### src/rtl/ysyx_22050710_lsu_store.sv
// ============================================================================
// ysyx_22050710_lsu_store
// ----------------------------------------------------------------------------
// Store-side LSU in the MEM stage. This is the write-direction counterpart of
// the load align/extend path. It latches one store request and turns it into
// an 8-byte-aligned SRAM address, lane-shifted write data and a byte strobe.
// It then drives the data SRAM write port with a hold-until-ready handshake.
// o_ready is low from acceptance until the store completes, which stalls the
// pipeline.
//
// Configuration macro: YSYX_22050710_MISALIGN_STORE_EN
//   defined   : a store that crosses an 8-byte boundary is split into two
//               beats (BEAT0 for the low word, BEAT1 for the next word).
//               o_misalign is tied 0.
//   undefined : a crossing store is accepted but never written. o_misalign
//               pulses for one cycle instead, and no o_done is produced.
//               The BEAT1 logic is not built.
//
// Ports
//   i_clk, i_rst_n      clock (rising edge), asynchronous active-low reset
//   i_mem_wen           store request valid
//   o_ready             unit idle; a request with i_mem_wen is taken this cycle
//   i_mem_op            size = op[2:1] (sb/sh/sw/sd); op[0] is ignored
//   i_waddr, i_wdata    store byte address, LSB-justified store data
//   o_data_sram_wen     SRAM write valid
//   i_data_sram_wready  SRAM accepts the write when high together with wen
//   o_data_sram_waddr   aligned word address, bits [2:0] always 0
//   o_data_sram_wdata   lane-shifted write data
//   o_data_sram_wmask   byte strobe; bit k enables byte lane k
//   o_done              1-cycle pulse after the final beat is written
//   o_misalign          1-cycle pulse when a crossing store is rejected
// ============================================================================
module ysyx_22050710_lsu_store #(
   parameter int WORD_WD      = 64,
   parameter int SRAM_DATA_WD = 64,
   parameter int ADDR_WD      = 64
) (
   input  logic                      i_clk,
   input  logic                      i_rst_n,
   input  logic                      i_mem_wen,
   output logic                      o_ready,
   input  logic [2:0]                i_mem_op,
   input  logic [ADDR_WD-1:0]        i_waddr,
   input  logic [WORD_WD-1:0]        i_wdata,
   output logic                      o_data_sram_wen,
   input  logic                      i_data_sram_wready,
   output logic [ADDR_WD-1:0]        o_data_sram_waddr,
   output logic [SRAM_DATA_WD-1:0]   o_data_sram_wdata,
   output logic [SRAM_DATA_WD/8-1:0] o_data_sram_wmask,
   output logic                      o_done,
   output logic                      o_misalign
);

   localparam int STRB_WD = SRAM_DATA_WD / 8;
   localparam int EXT_WD  = 2 * SRAM_DATA_WD;
   localparam int BASE_WD = ADDR_WD - 3;

`ifdef YSYX_22050710_MISALIGN_STORE_EN
   typedef enum logic [1:0] {
      S_IDLE  = 2'd0,
      S_BEAT0 = 2'd1,
      S_BEAT1 = 2'd2
   } state_t;
`else
   typedef enum logic [1:0] {
      S_IDLE  = 2'd0,
      S_BEAT0 = 2'd1
   } state_t;
`endif

   // -------------------------------------------------------------------------
   // Size / lane helpers
   // -------------------------------------------------------------------------
   function automatic logic [3:0] size_bytes(input logic [1:0] size);
      return 4'd1 << size;
   endfunction

   // The store spills into the next 8-byte word when off + nbytes > 8.
   function automatic logic cross_f(input logic [1:0] size, input logic [2:0] off);
      logic [3:0] sum;
      sum = {1'b0, off} + size_bytes(size);
      return sum > 4'd8;
   endfunction

   // (1 << nbytes) - 1, held in a double-width field so it can shift out of the word.
   function automatic logic [2*STRB_WD-1:0] size_mask(input logic [1:0] size);
      logic [2*STRB_WD-1:0] m;
      m = '0;
      case (size)
         2'd0:    m[0:0] = '1;
         2'd1:    m[1:0] = '1;
         2'd2:    m[3:0] = '1;
         default: m[7:0] = '1;
      endcase
      return m;
   endfunction

   function automatic logic [STRB_WD-1:0] beat0_mask(input logic [1:0] size,
                                                     input logic [2:0] off);
      logic [2*STRB_WD-1:0] sh;
      sh = size_mask(size) << off;
      return sh[STRB_WD-1:0];
   endfunction

   function automatic logic [SRAM_DATA_WD-1:0] beat0_data(input logic [WORD_WD-1:0] d,
                                                          input logic [2:0]         off);
      logic [EXT_WD-1:0] ext;
      ext = EXT_WD'(d) << {off, 3'b000};
      return ext[SRAM_DATA_WD-1:0];
   endfunction

`ifdef YSYX_22050710_MISALIGN_STORE_EN
   // The second beat carries the bytes that spilled past lane 7.
   function automatic logic [STRB_WD-1:0] beat1_mask(input logic [1:0] size,
                                                     input logic [2:0] off);
      logic [2*STRB_WD-1:0] sh;
      sh = size_mask(size) >> (4'd8 - {1'b0, off});
      return sh[STRB_WD-1:0];
   endfunction

   function automatic logic [SRAM_DATA_WD-1:0] beat1_data(input logic [WORD_WD-1:0] d,
                                                          input logic [2:0]         off);
      logic [EXT_WD-1:0] ext;
      ext = EXT_WD'(d) >> (7'd64 - {1'b0, off, 3'b000});
      return ext[SRAM_DATA_WD-1:0];
   endfunction
`endif

   // -------------------------------------------------------------------------
   // State and latched request
   // -------------------------------------------------------------------------
   state_t               state_q;
   state_t               state_d;
   logic                 accept;
   logic                 done_d;
   logic                 done_p1;
   logic [BASE_WD-1:0]   req_base_p0;
   logic [2:0]           req_off_p0;
   logic [1:0]           req_size_p0;
   logic [WORD_WD-1:0]   req_data_p0;

   logic                 unused_op0;
   assign unused_op0 = i_mem_op[0];

`ifdef YSYX_22050710_MISALIGN_STORE_EN
   logic                 req_cross;
   assign req_cross = cross_f(req_size_p0, req_off_p0);
`else
   logic                 in_cross;
   logic                 misalign_d;
   logic                 misalign_p1;
   assign in_cross = cross_f(i_mem_op[2:1], i_waddr[2:0]);
`endif

   assign o_ready = (state_q == S_IDLE);

   // -------------------------------------------------------------------------
   // Next-state logic
   // -------------------------------------------------------------------------
   always_comb begin
      state_d = state_q;
      accept  = 1'b0;
      done_d  = 1'b0;
`ifndef YSYX_22050710_MISALIGN_STORE_EN
      misalign_d = 1'b0;
`endif
      case (state_q)
         S_IDLE: begin
            if (i_mem_wen) begin
`ifdef YSYX_22050710_MISALIGN_STORE_EN
               accept  = 1'b1;
               state_d = S_BEAT0;
`else
               // Crossing stores cannot be written in this build; flag and drop.
               if (in_cross) begin
                  misalign_d = 1'b1;
               end else begin
                  accept  = 1'b1;
                  state_d = S_BEAT0;
               end
`endif
            end
         end
         S_BEAT0: begin
            if (i_data_sram_wready) begin
`ifdef YSYX_22050710_MISALIGN_STORE_EN
               if (req_cross) begin
                  state_d = S_BEAT1;
               end else begin
                  state_d = S_IDLE;
                  done_d  = 1'b1;
               end
`else
               state_d = S_IDLE;
               done_d  = 1'b1;
`endif
            end
         end
`ifdef YSYX_22050710_MISALIGN_STORE_EN
         S_BEAT1: begin
            if (i_data_sram_wready) begin
               state_d = S_IDLE;
               done_d  = 1'b1;
            end
         end
`endif
         default: state_d = S_IDLE;
      endcase
   end

   // -------------------------------------------------------------------------
   // Registers. Reset aborts any store in flight, so the pending done pulse
   // and the latched request are cleared along with the state.
   // -------------------------------------------------------------------------
   always_ff @(posedge i_clk or negedge i_rst_n) begin
      if (!i_rst_n) begin
         state_q     <= S_IDLE;
         done_p1     <= 1'b0;
         req_base_p0 <= '0;
         req_off_p0  <= '0;
         req_size_p0 <= '0;
         req_data_p0 <= '0;
      end else begin
         state_q <= state_d;
         done_p1 <= done_d;
         if (accept) begin
            req_base_p0 <= i_waddr[ADDR_WD-1:3];
            req_off_p0  <= i_waddr[2:0];
            req_size_p0 <= i_mem_op[2:1];
            req_data_p0 <= i_wdata;
         end
      end
   end

`ifndef YSYX_22050710_MISALIGN_STORE_EN
   always_ff @(posedge i_clk or negedge i_rst_n) begin
      if (!i_rst_n) begin
         misalign_p1 <= 1'b0;
      end else begin
         misalign_p1 <= misalign_d;
      end
   end
`endif

   // -------------------------------------------------------------------------
   // SRAM write port: driven only from registered state, so there is no
   // combinational path from the pipeline inputs to the SRAM.
   // -------------------------------------------------------------------------
   always_comb begin
      o_data_sram_wen   = 1'b0;
      o_data_sram_waddr = '0;
      o_data_sram_wdata = '0;
      o_data_sram_wmask = '0;
      case (state_q)
         S_BEAT0: begin
            o_data_sram_wen   = 1'b1;
            o_data_sram_waddr = {req_base_p0, 3'b000};
            o_data_sram_wdata = beat0_data(req_data_p0, req_off_p0);
            o_data_sram_wmask = beat0_mask(req_size_p0, req_off_p0);
         end
`ifdef YSYX_22050710_MISALIGN_STORE_EN
         S_BEAT1: begin
            o_data_sram_wen   = 1'b1;
            // Next word; wraps at the top of the address space.
            o_data_sram_waddr = {req_base_p0 + BASE_WD'(1), 3'b000};
            o_data_sram_wdata = beat1_data(req_data_p0, req_off_p0);
            o_data_sram_wmask = beat1_mask(req_size_p0, req_off_p0);
         end
`endif
         default: ;
      endcase
   end

   assign o_done = done_p1;

`ifdef YSYX_22050710_MISALIGN_STORE_EN
   assign o_misalign = 1'b0;
`else
   assign o_misalign = misalign_p1;
`endif

endmodule
### config.mk
export PLATFORM = sky130hd
export DESIGN_NAME = ysyx_22050710_lsu_store
export DESIGN_NICKNAME = d
export VERILOG_FILES = /design/src/rtl/ysyx_22050710_lsu_store.sv
export SDC_FILE = /design/constraint.sdc
export NUM_CORES = 1
export LEC_CHECK = 0
export CELL_PAD_IN_SITES_DETAIL_PLACEMENT = 0
export CELL_PAD_IN_SITES_GLOBAL_PLACEMENT = 1
export CORE_AREA = 4 4 116 228
export CTS_BUF_LIST = sky130_fd_sc_hd__clkbuf_4 sky130_fd_sc_hd__clkbuf_8
export CTS_CLUSTER_DIAMETER = 40
export DETAILED_ROUTE_END_ITERATION = 8
export DIE_AREA = 0 0 120 232
export PLACE_DENSITY_LB_ADDON = 0.1
export REMOVE_ABC_BUFFERS = 1
export SYNTH_ARGS = -nofsm -noshare
export SYNTH_HDL_FRONTEND = slang
export SYNTH_SLANG_ARGS = --single-unit
### constraint.sdc
create_clock -name i_clk -period 2.1 [get_ports i_clk]
set_clock_uncertainty 0.05 [all_clocks]
set_input_delay 0.63 -clock i_clk [delete_from_list [all_inputs] [get_ports i_clk]]
set_output_delay 0.63 -clock i_clk [all_outputs]
set_load 0.005 [all_outputs]
==> results of run 1 <==
sequential cells by signal, summed over array words and instances, names as in the netlist:
signal	cells
req_data_p0	64
req_base_p0	61
req_off_p0	3
req_size_p0	2
o_done	1
o_misalign	1
state_q	1
worst max-delay path by stage:
stage             startpoint               endpoint  slack, ns  cells after the start
6_report       req_off_p0[1]  o_data_sram_wdata[62]      -0.84                      8
5_1_grt        req_off_p0[1]  o_data_sram_wdata[57]      -0.96                      8
3_5_place_dp     i_mem_op[1]        req_base_p0[21]      -1.32                     10
2_1_floorplan  req_off_p0[0]  o_data_sram_wdata[56]      -1.81                      3
3_3_place_gp     i_mem_op[1]        req_base_p0[21]      -1.29                     10
4_1_cts        req_off_p0[1]  o_data_sram_wdata[36]      -1.03                      8
critical path, cell delays in order (launching register included):
cell	delay [ns]
dfrtp_2	0.43
buf_12	0.15
buf_8	0.14
buf_4	0.14
mux2_4	0.20
inv_2	0.04
mux4_2	0.46
nor2_1	0.11
buf_2	0.12
cell families (layout without fill, tap and decap cells):
family / after synthesis / count (layout)
mux: 200 / 200
simple gates: 184 / 184
flops: 133 / 133
compound gates: 76 / 76
buf+inv: 66 / 551
fa+ha+maj: 4 / 4
xor+xnor: 4 / 4
other cells: 1 / 4
synth_stat cells:
cell type    n  area (um2)
a211oi_1     8        60.1
a21o_1       1        7.51
a21oi_1     23         115
a21oi_4      1        16.3
and2_1      78         488
buf_1        3        11.3
buf_12      11         220
buf_2        9        45.0
buf_4        4        30.0
buf_6        2        22.5
clkbuf_1    25        93.8
clkbuf_2     2        10.0
clkinv_1     1        3.75
conb_1       1        3.75
dfrtp_1    133        3330
fa_1         1        20.0
ha_1         3        37.5
inv_1        9        33.8
mux2_2      36         405
mux2_4     109        1640
mux2i_1     47         470
mux4_2       8         180
nand2_1     19        71.3
nand2b_1     2        12.5
nand3b_1     1        7.51
nor2_1      65         244
nor2b_1      6        37.5
nor3_1       5        25.0
nor3b_1      7        52.6
o211ai_1     2        15.0
o21a_1       1        7.51
o21a_4       1        15.0
o21ai_0     20         100
o21bai_1     1        7.51
o22ai_1     16         100
o31ai_1      2        15.0
or3_1        1        6.26
xnor2_1      1        8.76
xor2_1       3        26.3
through the flow:
step / cells / TNS [ns] / utilization [%] / area [um2]
after global placement: 1349 / -202.74 / 47.9 / 11800
after CTS: 1451 / -115.18 / 56.1 / 13800
after floorplan: 614 / -306.60 / - / 7570
final: 1488 / -93.73 / 60.0 / 14800
after detailed placement: 1349 / -206.12 / 47.9 / 11800
after global routing: 1488 / -106.44 / 60.0 / 14800
final cells by class:
type	instances	area, um2	area share (%)
well taps	332	415	2.81
diodes	1	2.50	0.0169
repair buffers	510	5300	35.8
flip-flops and latches	133	3330	22.6
clock buffers	20	269	1.82
multi-input cells	471	5270	35.7
clock inverters	11	151	1.02
inverters	10	41.3	0.279
timing repair:
action / 4_1_cts / 5_1_grt
setup buffers: 48 / 58
hold endpoints to repair: 16 / 0
setup endpoints to repair: 267 / 268
resized for setup: 594 / 470
gates cloned: 22 / 4
hold buffers: 1 / 0
pin swaps: 13 / 69
routing by layer:
layer  share of wire [%]  vias up
met5                   0        -
met4                 4.7        0
met3                 6.1       73
met2                  55      277
met1                  34     3538
li1                    -     3273
power by group:
group / switching [uW] / internal [uW]
Sequential: 761 / 3480
Combinational: 4410 / 6700
Clock: 1120 / 1250
Total: 6280 / 11400
==> flow_summary.ini, run 1 <==
[pwr]
p_total_uw = 17700
ir_drop_v = 0.000488
p_leak_uw = 0.00686
cellPowerDensity_nw_per_um2 = 1200

[sta]
slew_viol_final = 0
fin_crit_ns = 2.94
max_freq_mhz = 340
fin_crit_sh_pct = 140
setup_violations = 263
hold_viol = 0
rsz0062_at_grt = true
hold_slack_ns = 0.355
fin_ws_ns = -0.843

[synth]
synth-simple-area-share_pct = 11.8
yosys.area_share.adder_pct = 0.720
synth_xor_area_share_pct = 0.438
synth_top_family_by_area = multiplexers
ys_ff_latch = 133
netlist_area_um2 = 7990
synth-seq-area-share_pct = 41.6
synthDistinctLibCells = 39
synth_mux_area_share_pct = 33.7
syn_avg_cell_area_um2 = 12.0
synth_cells = 668
synth_compound_gate_area_share_pct = 5.75
yosysWarnings = 0

[placement]
numPortBuffers = 270
dp_slack_ns = -1.32
place_congestion = 0.824
dp_hpwl_um = 20000

[floorplan]
fp.dieW_um = 120
die_y_um = 232
rows = 81
die-area_um2 = 27800
boundaryPins = 275
core_um2 = 24600
initial_core_util_pct = 32.4

[clock_tree]
cts_sinks = 133
cts.htree.levels = 4
cts_tree = done
cts.path.max_buffers = 2
cts_buffers = 17
cts_root_buffer = clkbuf_8
clk_latency_ns = 0.47
clkTransAtPathRegs_ns = 0.09

[min_path]
min_from = i_mem_op[1]
holdPathStages = 3
holdPathEnd = req_size_p0[0]
hold_path.class = input port to register

[final_layout]
layout_commonest_cell = mux2_4
drive_above_1_share_pct = 66.0
nFillCells = 2046
fin_nets = 1282
syn_to_final_growth_pct = 85.0
layout_common_cells = mux2_4 (141), dfrtp_1 (129), clkdlybuf4s50_1 (128), buf_6 (123), buf_4 (115)

[setup_path]
worstPathRequired_ns = 1.42
rrSetupSlack_ns = -0.27
arrival_ns = 2.26
critPathLaunchType = register
worst-r2r-cell-count = 11
path_class = register to output port
end_kind = output port
crit_fanout = 5
r2r-start = state_q[0]
r2r_end = req_data_p0[5]

[detailed_routing]
drt_iter0_markers = 276
ant_nets = 0
vias_per_cell = 4.81
routedWlPerCell_um = 22.1
remaining_drc_errors = 0
wl_um = 32900
firstDrtPassIters = 4
via_count = 7161

[global_routing]
grt_pass1_vias = 7998
antenna_found_initial = 1
grt_util_met1_pct = 22.5
grt_max_degree = 53
grtUsageMet3_pct = 6.66
grt_pass1_wl_um = 46800
grt_overflow_total = 0
grt-busiest-layer = met2
use_met2_pct = 41.8
grt_usage_pct = 22.4

[outcome]
violations = negative setup slack
status = finished, violations left

[job]
maxCapViolCount = 0
No activity file was read; power rests on OpenSTA's default activity.
==> inputs of run 2 (changes only) <==
Settings changed: CTS_CLUSTER_DIAMETER 40 to unset.
==> results of run 2 <==
The final DEF is identical to that of run 1; final timing and power are the same.
==> inputs of run 3 (changes only) <==
Settings changed: SKIP_LAST_GASP set to 1.
==> flow_summary.ini, run 3 (synthesis gave the netlist of run 1 again) <==
[floorplan]
boundaryPins = 275
die-area_um2 = 27800
fp.dieW_um = 120
core_um2 = 24600
die_y_um = 232
rows = 81
initial_core_util_pct = 32.4

[placement]
dp_slack_ns = -1.32
place_congestion = 0.824
numPortBuffers = 270
dp_hpwl_um = 20000

[job]
maxCapViolCount = 0

[min_path]
holdPathStages = 3
hold_path.class = input port to register
min_from = i_mem_op[1]
holdPathEnd = req_size_p0[0]

[pwr]
clkPwrFrac_pct = 13.7
internal-power_uw = 11200
pwr-share-comb_pct = 62.0
cellPowerDensity_nw_per_um2 = 1190
pwr-share-seq_pct = 24.4
switching_share_pct = 35.5
p_sw_uw = 6160
p_leak_uw = 0.00684
ir_drop_v = 0.000485

[detailed_routing]
ant_nets = 0
routedWlPerCell_um = 22.1
vias_per_cell = 4.83
via_count = 7181
firstDrtPassIters = 4
remaining_drc_errors = 0
drt_iter0_markers = 246
wl_um = 32800

[sta]
fin_crit_sh_pct = 142
rsz0062_at_grt = true
slew_headroom_pct = 66.4
fin_crit_ns = 2.99
setup_violations = 263
tightest_slew_ns = 0.490
hold_viol = 0
max_freq_mhz = 335
fin_ws_ns = -0.888
slew_viol_final = 0

[setup_path]
crit_path_max_incr_delay_ns = 0.44
r2r_end = req_data_p0[38]
critPathLaunchType = register
worst-r2r-cell-count = 11
arrival_ns = 2.31
path_cells = buf_6, clkbuf_16, or3_4, nor2_4, buf_6, buf_6, buf_6, and2_4, buf_6
slowest_stage = dfrtp_2
r2r-start = state_q[0]
crit_fanout = 5
rrSetupSlack_ns = -0.27
worstPathRequired_ns = 1.42
end_kind = output port
cpMostUsedCell = buf_6
path_class = register to output port

[final_layout]
largest_reg_flops = 64
multi_input_area_um2 = 5160
drive_above_1_share_pct = 64.4
layout_commonest_cell = mux2_4
syn_to_final_growth_pct = 83.1
nFillCells = 2055
fin_nets = 1282
largestRegisters = req_data_p0 x64, req_base_p0 x61, req_off_p0 x3
layout_common_cells = mux2_4 (133), clkdlybuf4s50_1 (130), dfrtp_1 (129), buf_4 (121), buf_6 (109)
final_util_pct = 59.4
top_register = req_data_p0
seq_area_um2 = 3330

[global_routing]
grt_overflow_total = 0
grt_pass1_vias = 7943
grt_usage_pct = 22.3
grt_max_degree = 53
antenna_found_initial = 1
grt_pass1_wl_um = 46500

[outcome]
violations = negative setup slack
status = finished, violations left

[clock_tree]
cts_sinks = 133
clk_latency_ns = 0.47
cts_tree = done
clkTransAtPathRegs_ns = 0.09
cts_root_buffer = clkbuf_8
cts.htree.levels = 4
cts_buffers = 17
cts.path.max_buffers = 2
[run 3: cell count changes in the layout (fill, tap and decap cells not counted), moves of 3 or more]
| cell | delta |
|---|---|
| o22ai_2 | +3 |
| mux2i_4 | -4 |
| nor2_1 | +4 |
| buf_6 | -14 |
| mux2_4 | -8 |
| o21ai_0 | +4 |
| o21ai_1 | -3 |
| buf_4 | +6 |
| mux2_2 | +8 |
| nand2_2 | -3 |
| nor2_4 | -3 |
| buf_2 | +4 |
| a21oi_1 | +4 |
| a21oi_2 | -3 |
[run 3: cell type report]
class                           count  share of cell area (%)
Tap cell                          332                    2.84
Multi-Input combinational cell    471                    35.3
Sequential cell                   133                    22.8
Clock inverter                     11                    1.03
Antenna cell                        1                  0.0171
Timing Repair Buffer              510                    36.0
Inverter                           10                   0.274
Clock buffer                       20                    1.84
[run 3: layer usage]
metal,wire [um],track usage (%)
met1,11200,22.2
met2,18100,41.6
met3,1980,6.78
met4,1540,10.3
met5,0,0
[run 3: worst max-delay path by stage]
stage	from	endpoint	slack, ns	cells after the start
4_1_cts	req_off_p0[1]	o_data_sram_wdata[36]	-1.03	8
3_5_place_dp	i_mem_op[1]	req_base_p0[21]	-1.32	10
2_1_floorplan	req_off_p0[0]	o_data_sram_wdata[56]	-1.81	3
6_report	req_off_p0[1]	o_data_sram_wdata[3]	-0.89	9
3_3_place_gp	i_mem_op[1]	req_base_p0[21]	-1.29	10
5_1_grt	req_off_p0[1]	o_data_sram_wdata[57]	-0.98	8
[run 3: per-stage QoR]
stage / setup TNS [ns] / hold WS (ns) / power, uW / std cells / cell area, um2
6_report: -99.30 / 0.347 / 17300 / 1488 / 14600
5_1_grt: -111.96 / 0.319 / 18200 / 1488 / 14600
4_1_cts: -120.98 / 0.384 / 15700 / 1451 / 13600
3_5_place_dp: -206.12 / 0.436 / 11900 / 1349 / 11800
3_3_place_gp: -202.74 / 0.435 / 11800 / 1349 / 11800
2_1_floorplan: -306.60 / 0.284 / 7970 / 614 / 7570
[run 3: power by group through the flow]
stage          clock network, uW  registers [uW]  logic (uW)
2_1_floorplan                  0            4240        3730
3_3_place_gp                   0            4070        7700
3_5_place_dp                   0            4070        7820
4_1_cts                     2450            4130        9080
5_1_grt                     2550            4350       11300
6_report                    2370            4230       10700
[run 3: what timing repair did]
| item | 4_1_cts | 5_1_grt |
|---|---|---|
| setup endpoints to repair | 267 | 268 |
| setup buffers | 48 | 60 |
| pin swaps | 13 | 67 |
| cloned | 22 | 5 |
| gates resized for setup | 496 | 504 |
| hold endpoints to repair | 16 | 0 |
| hold buffers | 1 | 0 |
[run 3: worst max-delay path: cells and delay by family, from the launching register on]
kind	cells	cell delay [ns]
buffers and inverters	6	0.71
DFF	1	0.44
and+or+nand+nor	3	0.67
